File: config.mk
export PLATFORM = sky130hd
export DESIGN_NAME = regfile_chain_sequencer
export DESIGN_NICKNAME = d
export VERILOG_FILES = /design/src/rtl/regfile_chain_sequencer_pkg.sv /design/src/rtl/regfile_chain_sequencer_chain_mul_step.sv /design/src/rtl/regfile_chain_sequencer.sv
export SDC_FILE = /design/constraint.sdc
export NUM_CORES = 1
export LEC_CHECK = 0
export CORE_MARGIN = 3
export CORE_UTILIZATION = 40
export CTS_BUF_LIST = sky130_fd_sc_hd__clkbuf_4 sky130_fd_sc_hd__clkbuf_8
export CTS_CLUSTER_DIAMETER = 60
export DETAILED_ROUTE_END_ITERATION = 10
export HOLD_SLACK_MARGIN = 0.03
export MAX_ROUTING_LAYER = met4
export PLACE_DENSITY = 0.72
export RECOVER_POWER = 50
export SLEW_MARGIN = 20
export SYNTH_ARGS = -nofsm -noshare
export SYNTH_HDL_FRONTEND = slang
export SYNTH_SLANG_ARGS = --single-unit
File: constraint.sdc
create_clock -name clk -period 9.1 [get_ports clk]
set_clock_uncertainty 0.15 [all_clocks]
set_input_delay 2.73 -clock clk [delete_from_list [all_inputs] [get_ports clk]]
set_output_delay 2.73 -clock clk [all_outputs]
set_load 0.03 [all_outputs]
File: src/rtl/regfile_chain_sequencer_pkg.sv
// Shared constants and FSM state type for the register-file chain sequencer.
package regfile_chain_sequencer_pkg;

  localparam int unsigned DATA_W   = 8;
  localparam int unsigned ADDR_W   = 5;
  localparam int unsigned CNT_W    = 6;
  localparam int unsigned RF_DEPTH = 32;

  typedef enum logic [2:0] {
    ST_IDLE,
    ST_ISSUE,
    ST_ACC,
    ST_WRITE,
    ST_DONE
  } state_e;

endpackage

File: src/rtl/regfile_chain_sequencer_chain_mul_step.sv
// One multiply step of the chain: 8x8 product, low byte plus a flag that the
// high byte was nonzero.
module chain_mul_step
  import regfile_chain_sequencer_pkg::*;
(
  input  logic [DATA_W-1:0] a,
  input  logic [DATA_W-1:0] b,
  output logic [DATA_W-1:0] prod_lo,
  output logic              ovf
);

  logic [2*DATA_W-1:0] full;

  // Full-width product split into kept low byte and overflow indication.
  always_comb begin
    full    = {{DATA_W{1'b0}}, a} * {{DATA_W{1'b0}}, b};
    prod_lo = full[DATA_W-1:0];
    ovf     = |full[2*DATA_W-1:DATA_W];
  end

endmodule

File: src/rtl/regfile_chain_sequencer.sv
// Master-side sequencer: reads COUNT registers from BASE two per access,
// folds them into an 8-bit running product and writes it back to DST.
module regfile_chain_sequencer
  import regfile_chain_sequencer_pkg::*;
(
  input  logic              clk,
  input  logic              rst,
  input  logic              start,
  input  logic [ADDR_W-1:0] base_addr,
  input  logic [CNT_W-1:0]  count,
  input  logic [ADDR_W-1:0] dst_addr,
  output logic              busy,
  output logic              done,
  output logic              err,
  output logic [DATA_W-1:0] result,
  output logic              overflow,
  output logic              rf_we,
  output logic [ADDR_W-1:0] rf_waddr,
  output logic [DATA_W-1:0] rf_wdata,
  output logic [ADDR_W-1:0] rf_sel_i,
  output logic [ADDR_W-1:0] rf_sel_j,
  input  logic [DATA_W-1:0] rf_rdata_i,
  input  logic [DATA_W-1:0] rf_rdata_j
);

  state_e            state_q, state_d;
  logic [ADDR_W-1:0] ptr_q, ptr_d;
  logic [CNT_W-1:0]  rem_q, rem_d;
  logic [ADDR_W-1:0] dst_q, dst_d;
  logic [DATA_W-1:0] acc_q, acc_d;
  logic              ovf_q, ovf_d;
  logic [DATA_W-1:0] result_q, result_d;
  logic              overflow_q, overflow_d;
  logic              err_q, err_d;

  logic              cmd_legal;
  logic              two_ops;
  logic [DATA_W-1:0] p1_lo, p2_lo;
  logic              p1_ovf, p2_ovf;

  chain_mul_step u_step_i (
    .a       (acc_q),
    .b       (rf_rdata_i),
    .prod_lo (p1_lo),
    .ovf     (p1_ovf)
  );

  chain_mul_step u_step_j (
    .a       (p1_lo),
    .b       (rf_rdata_j),
    .prod_lo (p2_lo),
    .ovf     (p2_ovf)
  );

  // Command legality and whether this access carries two operands.
  always_comb begin
    cmd_legal = (count != '0) && (count <= CNT_W'(RF_DEPTH));
    two_ops   = (rem_q >= CNT_W'(2));
  end

  // Datapath next-state: command latch, accumulate step, result capture.
  always_comb begin
    ptr_d      = ptr_q;
    rem_d      = rem_q;
    dst_d      = dst_q;
    acc_d      = acc_q;
    ovf_d      = ovf_q;
    result_d   = result_q;
    overflow_d = overflow_q;
    err_d      = 1'b0;
    case (state_q)
      ST_IDLE: begin
        if (start) begin
          if (cmd_legal) begin
            ptr_d = base_addr;
            rem_d = count;
            dst_d = dst_addr;
            acc_d = DATA_W'(1);
            ovf_d = 1'b0;
          end else begin
            err_d = 1'b1;
          end
        end
      end
      ST_ACC: begin
        // With a single operand left the J read is discarded entirely,
        // including its overflow contribution.
        acc_d = two_ops ? p2_lo : p1_lo;
        ovf_d = ovf_q | p1_ovf | (two_ops & p2_ovf);
        ptr_d = ptr_q + ADDR_W'(2);
        rem_d = two_ops ? (rem_q - CNT_W'(2)) : '0;
      end
      ST_WRITE: begin
        // Captured here so result/overflow are already valid in the DONE cycle.
        result_d   = acc_q;
        overflow_d = ovf_q;
      end
      default: ;
    endcase
  end

  // FSM next-state.
  always_comb begin
    state_d = state_q;
    case (state_q)
      ST_IDLE:  if (start && cmd_legal) state_d = ST_ISSUE;
      ST_ISSUE: state_d = ST_ACC;
      ST_ACC:   state_d = (rem_d != '0) ? ST_ISSUE : ST_WRITE;
      ST_WRITE: state_d = ST_DONE;
      ST_DONE:  state_d = ST_IDLE;
      default:  state_d = ST_IDLE;
    endcase
  end

  // State and datapath registers; synchronous reset aborts any command.
  always_ff @(posedge clk) begin
    if (rst) begin
      state_q    <= ST_IDLE;
      ptr_q      <= '0;
      rem_q      <= '0;
      dst_q      <= '0;
      acc_q      <= '0;
      ovf_q      <= 1'b0;
      result_q   <= '0;
      overflow_q <= 1'b0;
      err_q      <= 1'b0;
    end else begin
      state_q    <= state_d;
      ptr_q      <= ptr_d;
      rem_q      <= rem_d;
      dst_q      <= dst_d;
      acc_q      <= acc_d;
      ovf_q      <= ovf_d;
      result_q   <= result_d;
      overflow_q <= overflow_d;
      err_q      <= err_d;
    end
  end

  // Outputs decoded from registered state only.
  always_comb begin
    busy     = (state_q == ST_ISSUE) || (state_q == ST_ACC) || (state_q == ST_WRITE);
    done     = (state_q == ST_DONE);
    err      = err_q;
    result   = result_q;
    overflow = overflow_q;
    rf_we    = (state_q == ST_WRITE);
    rf_waddr = '0;
    rf_wdata = '0;
    rf_sel_i = '0;
    rf_sel_j = '0;
    if (state_q == ST_ISSUE) begin
      rf_sel_i = ptr_q;
      rf_sel_j = ptr_q + ADDR_W'(1);
    end
    if (state_q == ST_WRITE) begin
      rf_waddr = dst_q;
      rf_wdata = acc_q;
    end
  end

endmodule
==> impl_results.md <==
- Sequential fraction of the synthesis area: 12.3%
- Pwr dens: about 73 nW/um^2
- Critical Path Max Stage Delay: approximately 0.54 ns
- Last element of the critical path: ovf_q$_SDFFE_PP0P_
- Drt pass-1 iters: 4
- Post-synth top area cell: fa_1
- IO Count: 71
- Outcome: complete, but fails checks
- Yosys reg bits: 38
- Delay-heaviest family, CP: adder cells
- CTS sink count: 38
- Die Area: between 15000 and 20000 um^2
- Setup-failing EPs final: 0
- Vias per cell: around 5.1
- Clk buf depth: 2
- Hold Crit Class: reg -> reg
- Unique masters post-synth: 60
- Cts bufs inserted: 5
- CP max FO: 6
- R2r worst-path depth: 26
- Commonest cells post-synth: inv_1 (122), nand2_1 (86), and2_1 (84), ha_1 (75), fa_1 (72)
- Area of the multi-input gates: between 5000 and 6000 um^2
- FFs w/ async S/R, synth: 0%
- RSZ-0062 raised after global routing: yes
- Row cnt: 44
- Synth area leaders: fa_1 (23%), ha_1 (15%), dfxtp_1 (12%)
- EDFF count, synth: 0
- Initial DRC count: between 200 and 300
- Register area: between 700 and 800 um^2
- Max Used Layer: met4
- TNS Setup: 0 ns
- Pre-CTS setup slack: -0.816 ns
- Top FF cell, synth: dfxtp_1
- Fmax: ~110 MHz
- Largest net degree at the start of global routing: 40
- Net count after synthesis: ~940
- Initial antenna violation count: 0
- Routed WL: approximately 14000 um
- Number of fill cells: 1384
- Vias in the first global route: between 5000 and 6000
- WP buf/inv: 6
- RR Startpoint: acc_q[2]$_SDFFE_PP0P_
- Clock latency on the worst-skew pair: 0.29 ns
- Worst setup SP type: primary input
- WL met3: around 480 um
- Worst slew pin tran: 1.75 ns
- Chip width: 130 um
- Critical Path End Type: flip-flop
- Final RePlAce weighted congestion: 0.875
- Setup CP Type: in -> reg
- Max Cap Viol: 1
- Fin nets: 1046
- Final routed DRC violation total: 0
- Antenna-violating nets left: 0
- Final core occ: 52.0%
- Slowest cell on the critical path: fa_1
- Area of the mapped netlist: ~6200 um^2
- Final Instance Area: 7700 um^2
- Flop-to-flop setup slack: around 1.9 ns
- Post-layout min period: between 8 and 9 ns
- Crit path from: rf_rdata_i[4]
- Critical Path RT: between 9 and 10 ns
- Core area: roughly 15000 um^2
- Clock input transition at the sequential cells of the worst setup and hold paths: roughly 0.070 ns
- Placed Cells: just over 1000
- Crit path top cell by count: fa_1
- Grt total ovfl: 0
- Fin crit share: 98.5%
- DP Area: 7480 um^2
- DP HPWL: around 12000 um
- Vias: between 5000 and 6000
- FF-to-FF End: ovf_q$_SDFFE_PP0P_
- Avg WL per Cell: ~14 um
- H-Tree Depth: 2
- Worst Slack Setup Final: roughly 0.13 ns
- Most frequent cell after synthesis: inv_1
- DIE HEIGHT: 130 um
- Final std cells w/o fill: about 1000
- M1 WL: between 6000 and 7000 um
- Syn-to-layout area delta: 24.8%
- Critical Path Stages: 28
- Slew headroom: -17.9%
- CTS tree: done
- Starting density of the core: between 40% and 50%
- Met2 routed WL: 7020 um
- Ant. Diodes: 0
- Layout cell share with drive strength beyond 1: between 10% and 20%
- Post-Synthesis Cells: 759
- IO buf count: 70
- Hold Vio Cnt, Final: 0
- Failing checks: capacitance limit, slew limit
- Warnings from Yosys: 0
- CP arrival: between 9 and 10 ns
- Max Transition Viols Final: 16
- Static Leak: 0.00368 uW
- Max VDD drop: 70.9 uV
- Root Driver: clkbuf_8
- Syn Area/Cell: between 8 and 9 um^2
- Global-route wire length before repair: around 24000 um
- GRT Total Usage: about 18%
- Top-area cell type share of the netlist area: 23.4%
[repair_timing]
item,in CTS,in global routing
setup buffers,3,1
hold buffers,0,0
pin swaps,23,19
cloned,0,0
gates resized for setup,51,19
endpoints found under the setup margin,2,1
[through the flow]
step	total power, uW	hold slack [ns]
floorplan	348	0.282
global placement	431	0.289
detailed placement	432	0.295
CTS	564	0.305
global route	607	0.328
finish	562	0.302
[cell families (layout without fill, tap and decap cells)]
group | Yosys count | in the layout | synth area share, %
mux | 6 | 6 | 0.973
buf+inv | 146 | 252 | 9.04
fa+ha+maj | 147 | 147 | 38.6
xor+xnor | 12 | 12 | 1.70
simple gates | 289 | 289 | 24.1
flops | 38 | 38 | 12.3
compound gates | 121 | 121 | 13.3
[cells in the final DEF (no fill, tap or decap), types with 17 or more instances in the layout]
| cell type | n |
|---|---|
| nand2_1 | 77 |
| fa_1 | 69 |
| and2_1 | 84 |
| o21ai_0 | 17 |
| ha_1 | 67 |
| nor2_1 | 50 |
| a21oi_1 | 38 |
| buf_4 | 48 |
| clkdlybuf4s50_1 | 48 |
| inv_1 | 114 |
| dfxtp_1 | 38 |
[layer usage]
metal / vias up / track usage (%)
met5: - / -
met4: 0 / 3.97
met3: 9 / 1.35
met2: 88 / 28.8
met1: 2604 / 24.8
li1: 2682 / -
[worst min path at each step]
stage | start | to | slack, ns | cells after the start
after floorplan | dst_q[0]$_SDFFE_PP0P_ | dst_q[0]$_SDFFE_PP0P_ | 0.28 | 2
after global placement | dst_q[4]$_SDFFE_PP0P_ | dst_q[4]$_SDFFE_PP0P_ | 0.29 | 2
after detailed placement | dst_q[3]$_SDFFE_PP0P_ | dst_q[3]$_SDFFE_PP0P_ | 0.29 | 2
after CTS | dst_q[3]$_SDFFE_PP0P_ | dst_q[3]$_SDFFE_PP0P_ | 0.31 | 2
after global routing | result[0]$_SDFFE_PP0P_ | result[0]$_SDFFE_PP0P_ | 0.33 | 2
final | dst_q[3]$_SDFFE_PP0P_ | dst_q[3]$_SDFFE_PP0P_ | 0.30 | 2
[report_power, final]
part | internal, uW | switching [uW]
clock network | 60.9 | 60.4
registers | 173 | 10.7
logic | 122 | 135
total | 356 | 206
[worst register-to-register path, stage by stage (launching register included)]
cell and delay, ns:
dfxtp_1 0.70, nand2_2 0.13, fa_2 0.59, inv_2 0.04, ha_4 0.23, fa_1 0.55
inv_2 0.04, fa_1 0.52, inv_2 0.05, ha_4 0.25, buf_12 0.13, xnor2_4 0.14
and2_1 0.18, fa_1 0.48, inv_1 0.05, fa_1 0.51, fa_1 0.45, fa_1 0.55
inv_1 0.07, ha_4 0.29, o21ai_2 0.07, a21oi_2 0.14, a31o_2 0.18, a21oi_1 0.05
or3_1 0.34, o211a_1 0.11, a31oi_1 0.14
[sequential cells by signal (all words and copies together), names as in the netlist]
signal and flops:
dst_q 5, err 1, result 8, state_q 3, ptr_q 5, ovf_q 1
overflow 1, rem_q 6, acc_q 8
[final cells by class]
type / count / share of cell area, %
multi-input combinational: 575 / 65.6
timing repair buffer: 122 / 14.4
sequential: 38 / 9.88
inverter: 122 / 5.95
tap: 184 / 2.99
clock buffer: 6 / 1.07
clock inverter: 2 / 0.162
No activity file was read; power rests on OpenSTA's default activity.
